--- src/rtl/cassette_pkg.sv ---
// Shared definitions for the cassette receive path: framing FSM states and
// default 16 MHz thresholds that match the 1200/2400 Hz playback timing.
package cassette_pkg;

  typedef enum logic [1:0] {
    HUNT = 2'd0,
    IDLE = 2'd1,
    DATA = 2'd2,
    STOP = 2'd3
  } state_t;

  localparam int DEF_CLK_HZ         = 16_000_000;
  localparam int DEF_CNT_W          = 16;
  localparam int DEF_MIN_CYC        = 3333;
  localparam int DEF_SPLIT          = 10000;
  localparam int DEF_TIMEOUT        = 20000;
  localparam int DEF_CARRIER_CYCLES = 16;

endpackage

--- src/rtl/cassette_cycle_classifier.sv ---
// Synchronises the tape signal, times rising-edge to rising-edge periods and
// emits one-cycle short / long / carrier-timeout pulses.
module cassette_cycle_classifier #(
  parameter int CNT_W   = 16,
  parameter int MIN_CYC = 3333,
  parameter int SPLIT   = 10000,
  parameter int TIMEOUT = 20000
) (
  input  logic clk,
  input  logic reset_n,
  input  logic i_en,
  input  logic i_tape,
  output logic o_cyc_s,
  output logic o_cyc_l,
  output logic o_cyc_timeout
);

  localparam logic [CNT_W-1:0] MIN_C = CNT_W'(MIN_CYC);
  localparam logic [CNT_W-1:0] SPL_C = CNT_W'(SPLIT);
  localparam logic [CNT_W-1:0] TO_C  = CNT_W'(TIMEOUT);
  localparam logic [CNT_W-1:0] TO_M1 = CNT_W'(TIMEOUT - 1);

  logic             r_sync1, r_sync2, r_prev;
  logic [CNT_W-1:0] r_cnt;
  logic             r_cyc_s, r_cyc_l, r_cyc_to;
  logic             w_rise, w_cls, w_s, w_l, w_to;

  assign w_rise = r_sync2 & ~r_prev;
  // Glitch edges leave the counter running so the real period is still measured.
  assign w_cls  = i_en & w_rise & (r_cnt >= MIN_C);
  assign w_s    = w_cls & (r_cnt < SPL_C);
  assign w_l    = w_cls & (r_cnt >= SPL_C) & (r_cnt < TO_C);
  // An edge after saturation reports timeout rather than long.
  assign w_to   = i_en & (w_rise ? (r_cnt == TO_C) : (r_cnt == TO_M1));

  always_ff @(posedge clk) begin
    if (!reset_n) begin
      r_sync1  <= i_tape;
      r_sync2  <= i_tape;
      r_prev   <= i_tape;
      r_cnt    <= '0;
      r_cyc_s  <= 1'b0;
      r_cyc_l  <= 1'b0;
      r_cyc_to <= 1'b0;
    end else begin
      r_sync1  <= i_tape;
      r_sync2  <= r_sync1;
      r_prev   <= r_sync2;
      r_cyc_s  <= w_s;
      r_cyc_l  <= w_l;
      r_cyc_to <= w_to;
      if (!i_en || w_cls) begin
        r_cnt <= '0;
      end else if (r_cnt != TO_C) begin
        r_cnt <= r_cnt + 1'b1;
      end
    end
  end

  assign o_cyc_s       = r_cyc_s;
  assign o_cyc_l       = r_cyc_l;
  assign o_cyc_timeout = r_cyc_to;

endmodule

--- src/rtl/cassette_decoder.sv ---
// Electron cassette receiver: carrier acquisition, Acorn byte deframing
// (start 0, 8 data LSB first, stop 1) and a valid/ack byte holding register.
module cassette_decoder
  import cassette_pkg::*;
#(
  parameter int CLK_HZ         = DEF_CLK_HZ,
  parameter int CNT_W          = DEF_CNT_W,
  parameter int MIN_CYC        = DEF_MIN_CYC,
  parameter int SPLIT          = DEF_SPLIT,
  parameter int TIMEOUT        = DEF_TIMEOUT,
  parameter int CARRIER_CYCLES = DEF_CARRIER_CYCLES
) (
  input  logic       clk,
  input  logic       reset_n,
  input  logic       en,
  input  logic       tape_in,
  output logic [7:0] byte_data,
  output logic       byte_valid,
  input  logic       byte_ack,
  output logic       carrier,
  output logic       frame_err,
  output logic       overrun,
  output logic [1:0] status
);

  localparam int RUN_W = $clog2(CARRIER_CYCLES + 1);

  if (CLK_HZ <= 0 || TIMEOUT >= (1 << CNT_W) || SPLIT >= TIMEOUT) begin : g_bad_cfg
    $error("cassette_decoder: inconsistent timing parameters");
  end

  logic w_s, w_l, w_to;

  cassette_cycle_classifier #(
    .CNT_W   (CNT_W),
    .MIN_CYC (MIN_CYC),
    .SPLIT   (SPLIT),
    .TIMEOUT (TIMEOUT)
  ) u_cls (
    .clk           (clk),
    .reset_n       (reset_n),
    .i_en          (en),
    .i_tape        (tape_in),
    .o_cyc_s       (w_s),
    .o_cyc_l       (w_l),
    .o_cyc_timeout (w_to)
  );

  state_t           r_state, w_state;
  logic             r_half, w_half;
  logic [2:0]       r_idx, w_idx;
  logic [7:0]       r_shift, w_shift;
  logic [RUN_W-1:0] r_run, w_run;
  logic             w_deliver, w_ferr;
  logic [7:0]       r_data;
  logic             r_valid, r_overrun, r_frame_err;

  always_ff @(posedge clk) begin
    if (!reset_n) begin
      r_state <= HUNT;
      r_half  <= 1'b0;
      r_idx   <= '0;
      r_shift <= '0;
      r_run   <= '0;
    end else begin
      r_state <= w_state;
      r_half  <= w_half;
      r_idx   <= w_idx;
      r_shift <= w_shift;
      r_run   <= w_run;
    end
  end

  always_comb begin
    w_state   = r_state;
    w_half    = r_half;
    w_idx     = r_idx;
    w_shift   = r_shift;
    w_run     = r_run;
    w_deliver = 1'b0;
    w_ferr    = 1'b0;
    if (!en || w_to) begin
      w_state = HUNT;
      w_half  = 1'b0;
      w_idx   = '0;
      w_shift = '0;
      w_run   = '0;
    end else begin
      unique case (r_state)
        HUNT: begin
          if (w_s) begin
            if (r_run == RUN_W'(CARRIER_CYCLES - 1)) begin
              w_state = IDLE;
              w_run   = '0;
            end else begin
              w_run = r_run + 1'b1;
            end
          end else if (w_l) begin
            w_run = '0;
          end
        end
        IDLE: begin
          if (w_l) begin
            w_state = DATA;
            w_idx   = '0;
            w_half  = 1'b0;
          end
        end
        DATA: begin
          // A completed bit is either one L, or two S in a row.
          if ((!r_half && w_l) || (r_half && w_s)) begin
            w_shift = {r_half, r_shift[7:1]};
            w_half  = 1'b0;
            if (r_idx == 3'd7) begin
              w_state = STOP;
            end else begin
              w_idx = r_idx + 1'b1;
            end
          end else if (!r_half && w_s) begin
            w_half = 1'b1;
          end else if (r_half && w_l) begin
            w_ferr  = 1'b1;
            w_state = IDLE;
            w_half  = 1'b0;
            w_shift = '0;
          end
        end
        STOP: begin
          if (w_s) begin
            if (r_half) begin
              w_deliver = 1'b1;
              w_state   = IDLE;
              w_half    = 1'b0;
            end else begin
              w_half = 1'b1;
            end
          end else if (w_l) begin
            w_ferr  = 1'b1;
            w_state = IDLE;
            w_half  = 1'b0;
          end
        end
        default: w_state = HUNT;
      endcase
    end
  end

  always_ff @(posedge clk) begin
    if (!reset_n) begin
      r_data      <= '0;
      r_valid     <= 1'b0;
      r_overrun   <= 1'b0;
      r_frame_err <= 1'b0;
    end else begin
      r_frame_err <= w_ferr;
      if (w_deliver) begin
        r_data  <= r_shift;
        r_valid <= 1'b1;
        if (r_valid) begin
          r_overrun <= ~byte_ack;
        end
      end else if (r_valid && byte_ack) begin
        r_valid   <= 1'b0;
        r_overrun <= 1'b0;
      end
    end
  end

  assign byte_data  = r_data;
  assign byte_valid = r_valid;
  assign overrun    = r_overrun;
  assign frame_err  = r_frame_err;
  assign carrier    = (r_state != HUNT);
  assign status     = r_state;

endmodule
--- config.mk ---
export PLATFORM = sky130hd
export DESIGN_NAME = cassette_decoder
export DESIGN_NICKNAME = d
export VERILOG_FILES = /design/src/rtl/cassette_pkg.sv /design/src/rtl/cassette_cycle_classifier.sv /design/src/rtl/cassette_decoder.sv
export SDC_FILE = /design/constraint.sdc
export NUM_CORES = 1
export LEC_CHECK = 0
export ABC_AREA = 0
export CAP_MARGIN = 20
export CORE_UTILIZATION = 31
export DETAILED_ROUTE_END_ITERATION = 8
export HOLD_SLACK_MARGIN = 0.15
export PLACE_DENSITY = 0.51
export RECOVER_POWER = 100
export SLEW_MARGIN = 20
export SYNTH_ARGS = -nofsm -noshare
export SYNTH_HDL_FRONTEND = slang
export SYNTH_SLANG_ARGS = --single-unit
--- constraint.sdc ---
create_clock -name clk -period 2.7 [get_ports clk]
set_input_delay 0.54 -clock clk [delete_from_list [all_inputs] [get_ports clk]]
set_output_delay 0.54 -clock clk [all_outputs]
set_load 0.005 [all_outputs]
Yosys cells after proc, flatten, opt, wreduce, memory -nomap -nowiden
Cells that the tools add are included.

Add/subtract/negate cells: 3. $lt $le $gt $ge: 4. Eq/ne operators: 21. Mux-type cells: 45. Bitwise operators: 10. Reduce and logical (&&, ||, !) cells: 25.

Operators with widths (count): 16-bit by 15-bit equality test with 1-bit output, second input constant (2); 8-bit 2-to-1 mux (3); 1-bit 2-to-1 mux (22); 2-bit 2-to-1 mux (10); 16-bit by 1-bit adder with 16-bit output, second input constant (1); 16-bit by 12-bit >= comparator with 1-bit output, second input constant (1); 16-bit by 14-bit >= comparator with 1-bit output, second input constant (1); 16-bit by 14-bit less-than comparator with 1-bit output, second input constant (1); 16-bit by 15-bit less-than comparator with 1-bit output, second input constant (1); 16-bit by 15-bit != test with 1-bit output, second input constant (1); 5-bit 2-to-1 mux (3); 3-bit != test, second input constant (4); 2-bit nonzero test (5); 3-bit 2-to-1 mux (3); 2-bit != test, second input constant (4); 2-bit case mux with 4 select lines (1); 8-bit AND reduction (1); 1-bit bitwise AND (7); 2-bit by 1-bit != test with 1-bit output, second input constant (3); 3-bit case mux with 2 select lines (1); 2-bit AND reduction (3); 5-bit by 1-bit adder with 5-bit output, second input constant (1); 5-bit by 4-bit equality test with 1-bit output, second input constant (1); 1-bit logical AND (5); 16 further kinds (23).

Flip-flop bits (word level): 52. Bits of input ports: 5. Output and inout bits: 14. Logic and storage cells: 124.

Longest topological paths before layout
Depth after elaboration: 6. Depth in mapped cells: 8. Mapped depth without buffers: 7.

Modules after synthesis
From an unflattened synthesis, not the netlist that was laid out.

Cells, all modules: 298. Area total of the unflattened synthesis: 2665.1 um^2.

By module, submodules not included: cassette_decoder (instances 1, cells an instance 161, area each 1370.1 um^2, seq. area each 600.6 um^2); cassette_cycle_classifier (instances 1, cells an instance 137, area each 1295.0 um^2, seq. area each 440.4 um^2).

Worst setup path after synthesis
OpenSTA, ideal clock, no wires.

Path kind: register to register. Start: reg r_state[0], in the netlist status[0]. End: reg r_state[0], in the netlist status[0]. Setup time: 86 ps. Data arrival time: 1854 ps. Path slack: 760 ps. Stages on the path, launching flop included: 9. Path buffers: 1. Clock period less this slack: 1940 ps. Path through: dfxtp_1 inv_1 ha_1 clkbuf_1 nor3_1 a311oi_1 nor4_1 nor2_1 a211oi_1.

Cells in the longest elaborated chain, start to end: 3. Elaborated cells on any way between the ends: 14. Classes of those cells: eq/ne: 11; mux: 1; reduce/logical: 2.

RTL lines: from (decl) (line cassette_decoder.sv:49) `state_t r_state, w_state;`; from (signal assigned) (line cassette_decoder.sv:66) `r_state <= w_state;`; 2-bit equality test, or another cell as far along (line cassette_decoder.sv:89) `unique case (r_state)`; 3-bit by 1-bit != test with 1-bit output (no source line), or another cell as far along; 8-bit AND reduction (no source line).

Parallel ways exist; a longest one is shown, timed or not. A chain may end at the register's enable or synchronous reset.

Worst setup path after layout
Start: reg r_state[0], in the netlist status[0]. End: out carrier.

Cells in the longest elaborated chain, start to end: 1.

RTL lines: 2-bit nonzero test (line cassette_decoder.sv:173) `assign carrier = (r_state != HUNT);`; to (decl) (line cassette_decoder.sv:20) `output logic carrier,`.

No other way between the ends.

==> results_dict.tcl <==
set metrics [dict create \
    track_usage_pct 12.5 \
    synth_area_um2 2410 \
    synth-edff-count 0 \
    path_max_fanout 6 \
    met3_usage_pct 2.79 \
    critPathArrivalTime_ns 1.76 \
    relSlewSlack_pct 31.3 \
    area_delta_synth_final_pct 14.0 \
    dp_hpwl_um 3330 \
    final_util_pct 37.2 \
    finalHoldViolCount 0 \
    ir_worst_vdd_mv 0.184 \
    crit_top_cell "inv_1" \
    fin_cells 386 \
    netlist_top_cells_area "dfxtp_1, nor2_1, ha_1, mux2i_1, nand2_1" \
    fin_hold_ws_ns 0.436 \
    synth_seq_cells 52 \
    worstPathCellList "inv_1, ha_1, inv_1, dlygate4sd3_1" \
    met1_usage_pct 16.5 \
    cts_resized 0 \
    p_per_area_nw_per_um2 462 \
    async_flop_share_pct 0 \
    drv_cap 0 \
    cts.sinks 52 \
    cp-start-kind "register" \
    crit_buf_inv 3 \
    grt_busiest_layer "met2" \
    synth.top_cell.area_share_pct 43.2 \
    drive_gt1_share_pct 4.88 \
    io_buffers 18 \
    gp_congestion 0.730 \
    root_buffer "clkbuf_8" \
    synth_cell_types 48 \
    final_antenna_net_count 0 \
    cp_top_family "buffers and inverters" \
    grt_max_degree 19 \
    outcome "completed" \
    vias 1848 \
    drt_pass1_iterations 4 \
    hp-class "reg2reg" \
    setup_tns_ns 0 \
    critPathMaxStageDelay_ns 0.57 \
    worstSkewPairLatency_ns 0.31 \
    io_pins 19 \
    rows 31 \
    synth_cells 274 \
    nets 304 \
    period_minus_slack_ns 2.30 \
    place_inst 378 \
    cpMaxStageDelayCell "dlygate4sd3_1" \
    grt_pass1_wl_um 8460 \
    gr-usage-met2_pct 20.6 \
    vias_per_cell 4.79 \
    placed_cell_area_um2 2660 \
    avgRoutedWirePerCell_um 12.0 \
    initial_utilization_pct 32.7 \
    clk_pin_slew_ns 0.10 \
    synthFlopType "dfxtp_1" \
    cts_hold_buf 0 \
    cts_buffer_depth 2 \
    drc 0 \
    path_class "reg2out" \
    final_area_um2 2750 \
    antenna_found_initial 0 \
    synth_top_cell_by_area "dfxtp_1" \
    core_region_area_um2 7370 \
    grt_setup_unrepaired "false" \
    setup_viol 0 \
    crit_required_ns 2.16 \
    p_leak_uw 0.00110 \
    crit_path_end_kind "output port" \
    post-route-period-util_pct 85.4 \
    dieArea_um2 8130 \
    htree_num_levels 2 \
    cts_setup_buffers 0 \
    yosysWarnings 0 \
    yosysSeqAreaShare_pct 43.2 \
    grt_pass1_vias 1781 \
    avgSynthCellArea_um2 8.79 \
    grt-ovfl-total 0 \
    fin_worst_skew_ns 0.0138 \
    die_h_um 90.1 \
    drt_iter0_drc 75 \
    cts_tree "done" \
    fmax_mhz 434 \
    die_w_um 90.1 \
    finalWirelength_um 4640 \
    worst_slew_pin_slew_ns 1.03 \
    antennaDiodeCount 0 \
    numCtsBuffers 5 \
    final-max-slew-violation-count 0 \
    syn_nets 292 \
]
[power by group]
group / leakage, uW / internal [uW] / switching, uW
clock network: 0.0000487 / 189 / 270
registers: 0.000420 / 771 / 2.60
logic: 0.000627 / 11.7 / 21.7
total: 0.00110 / 972 / 295
[worst reg2reg max path, cell delays in order, from the launching register on]
cell and delay [ns]:
dfxtp_1 0.38, inv_1 0.09, ha_1 0.17, nand2b_1 0.14
a2111o_1 0.41, a211oi_1 0.44, o21bai_2 0.34, a21oi_1 0.20
[cells by family after synthesis]
| group | synth area share [%] |
|---|---|
| AOI/OAI and AO/OA | 13.2 |
| xor gates and xnor gates | 4.73 |
| adders and majority gates | 6.75 |
| buffers and inverters | 3.79 |
| DFF | 43.2 |
| muxes | 4.57 |
| and+or+nand+nor | 23.7 |
[state kept, by name, indices dropped and copies added, names as in the netlist]
register and flops:
r_run 5, frame_err 1, r_shift 8, u_cls.r_prev 1, u_cls.r_sync2 1, byte_data 8
u_cls.r_sync1 1, r_half 1, u_cls.o_cyc_s 1, byte_valid 1, u_cls.o_cyc_timeout 1, u_cls.o_cyc_l 1
r_idx 3, u_cls.r_cnt 16, overrun 1, status 2
[metrics by stage]
| step | setup WS, ns | total power, uW |
|---|---|---|
| 2_1_floorplan | 0.760 | 815 |
| 3_3_place_gp | 0.598 | 827 |
| 3_5_place_dp | 0.564 | 827 |
| 4_1_cts | 0.433 | 1290 |
| 5_1_grt | 0.226 | 1320 |
| 6_report | 0.395 | 1270 |
[cell usage after synthesis, types with 2 or more instances]
| library cell | instances |
|---|---|
| a211oi_1 | 2 |
| a21boi_0 | 2 |
| a21oi_1 | 10 |
| a22oi_1 | 9 |
| and2_1 | 3 |
| and3_1 | 3 |
| clkbuf_1 | 10 |
| dfxtp_1 | 52 |
| ha_1 | 13 |
| inv_1 | 9 |
| mux2i_1 | 11 |
| nand2_1 | 24 |
| nand2b_1 | 4 |
| nand3_1 | 6 |
| nand4_1 | 4 |
| nand4b_1 | 3 |
| nor2_1 | 48 |
| nor2b_1 | 2 |
| nor3_1 | 4 |
| nor4_1 | 6 |
| o2111ai_1 | 3 |
| o21ai_0 | 7 |
| o22ai_1 | 2 |
| or2_2 | 2 |
| xnor2_1 | 5 |
| xor2_1 | 8 |
[final cells by class]
cell class / count / area [um^2]
multi-input cells: 200 / 1270
well taps: 99 / 124
flip-flops and latches: 52 / 1040
fillers: 794 / 4620
repair buffers: 18 / 180
inverters: 9 / 33.8
clock buffers: 5 / 68.8
clock inverters: 3 / 26.3
[layout by cell type, fill, tap and decap left out, types with 3 or more instances in the layout]
master | Yosys | final
xor2_1 | 8 | 8
xnor2_1 | 5 | 5
o21ai_0 | 7 | 7
clkbuf_8 | 0 | 5
dlygate4sd3_1 | 0 | 16
nor2_1 | 48 | 48
o2111ai_1 | 3 | 3
a21oi_1 | 10 | 10
ha_1 | 13 | 13
dfxtp_1 | 52 | 52
a211oi_1 | 2 | 3
a22oi_1 | 9 | 9
nor4_1 | 6 | 6
nand4_1 | 4 | 4
nand3_1 | 6 | 6
inv_1 | 9 | 9
mux2i_1 | 11 | 11
nand2_1 | 24 | 24
nand2b_1 | 4 | 4
nand4b_1 | 3 | 3
and3_1 | 3 | 3
nor3_1 | 4 | 4
[final timing paths]
path / startpoint / to / cells after the start / slack (ns)
worst max-delay path: status[0]$_SDFFE_PP0P_ / carrier / 4 / 0.40
worst min-delay path: u_cls.r_sync1$_DFF_P_ / u_cls.r_sync2$_DFF_P_ / 2 / 0.44
worst max register to register: u_cls.r_cnt[1]$_SDFFE_PP0N_ / u_cls.r_cnt[7]$_SDFFE_PP0N_ / 7 / 0.48
worst min register to register: u_cls.r_sync1$_DFF_P_ / u_cls.r_sync2$_DFF_P_ / 2 / 0.44
[layer usage]
layer,wire length (um),vias to the layer above,share of wire [%]
met5,0,-,0
met4,34,0,0.73
met3,124,2,2.7
met2,2200,22,47
met1,2290,850,49
li1,-,974,-
Note: power is estimated with default switching activity, not from simulation.
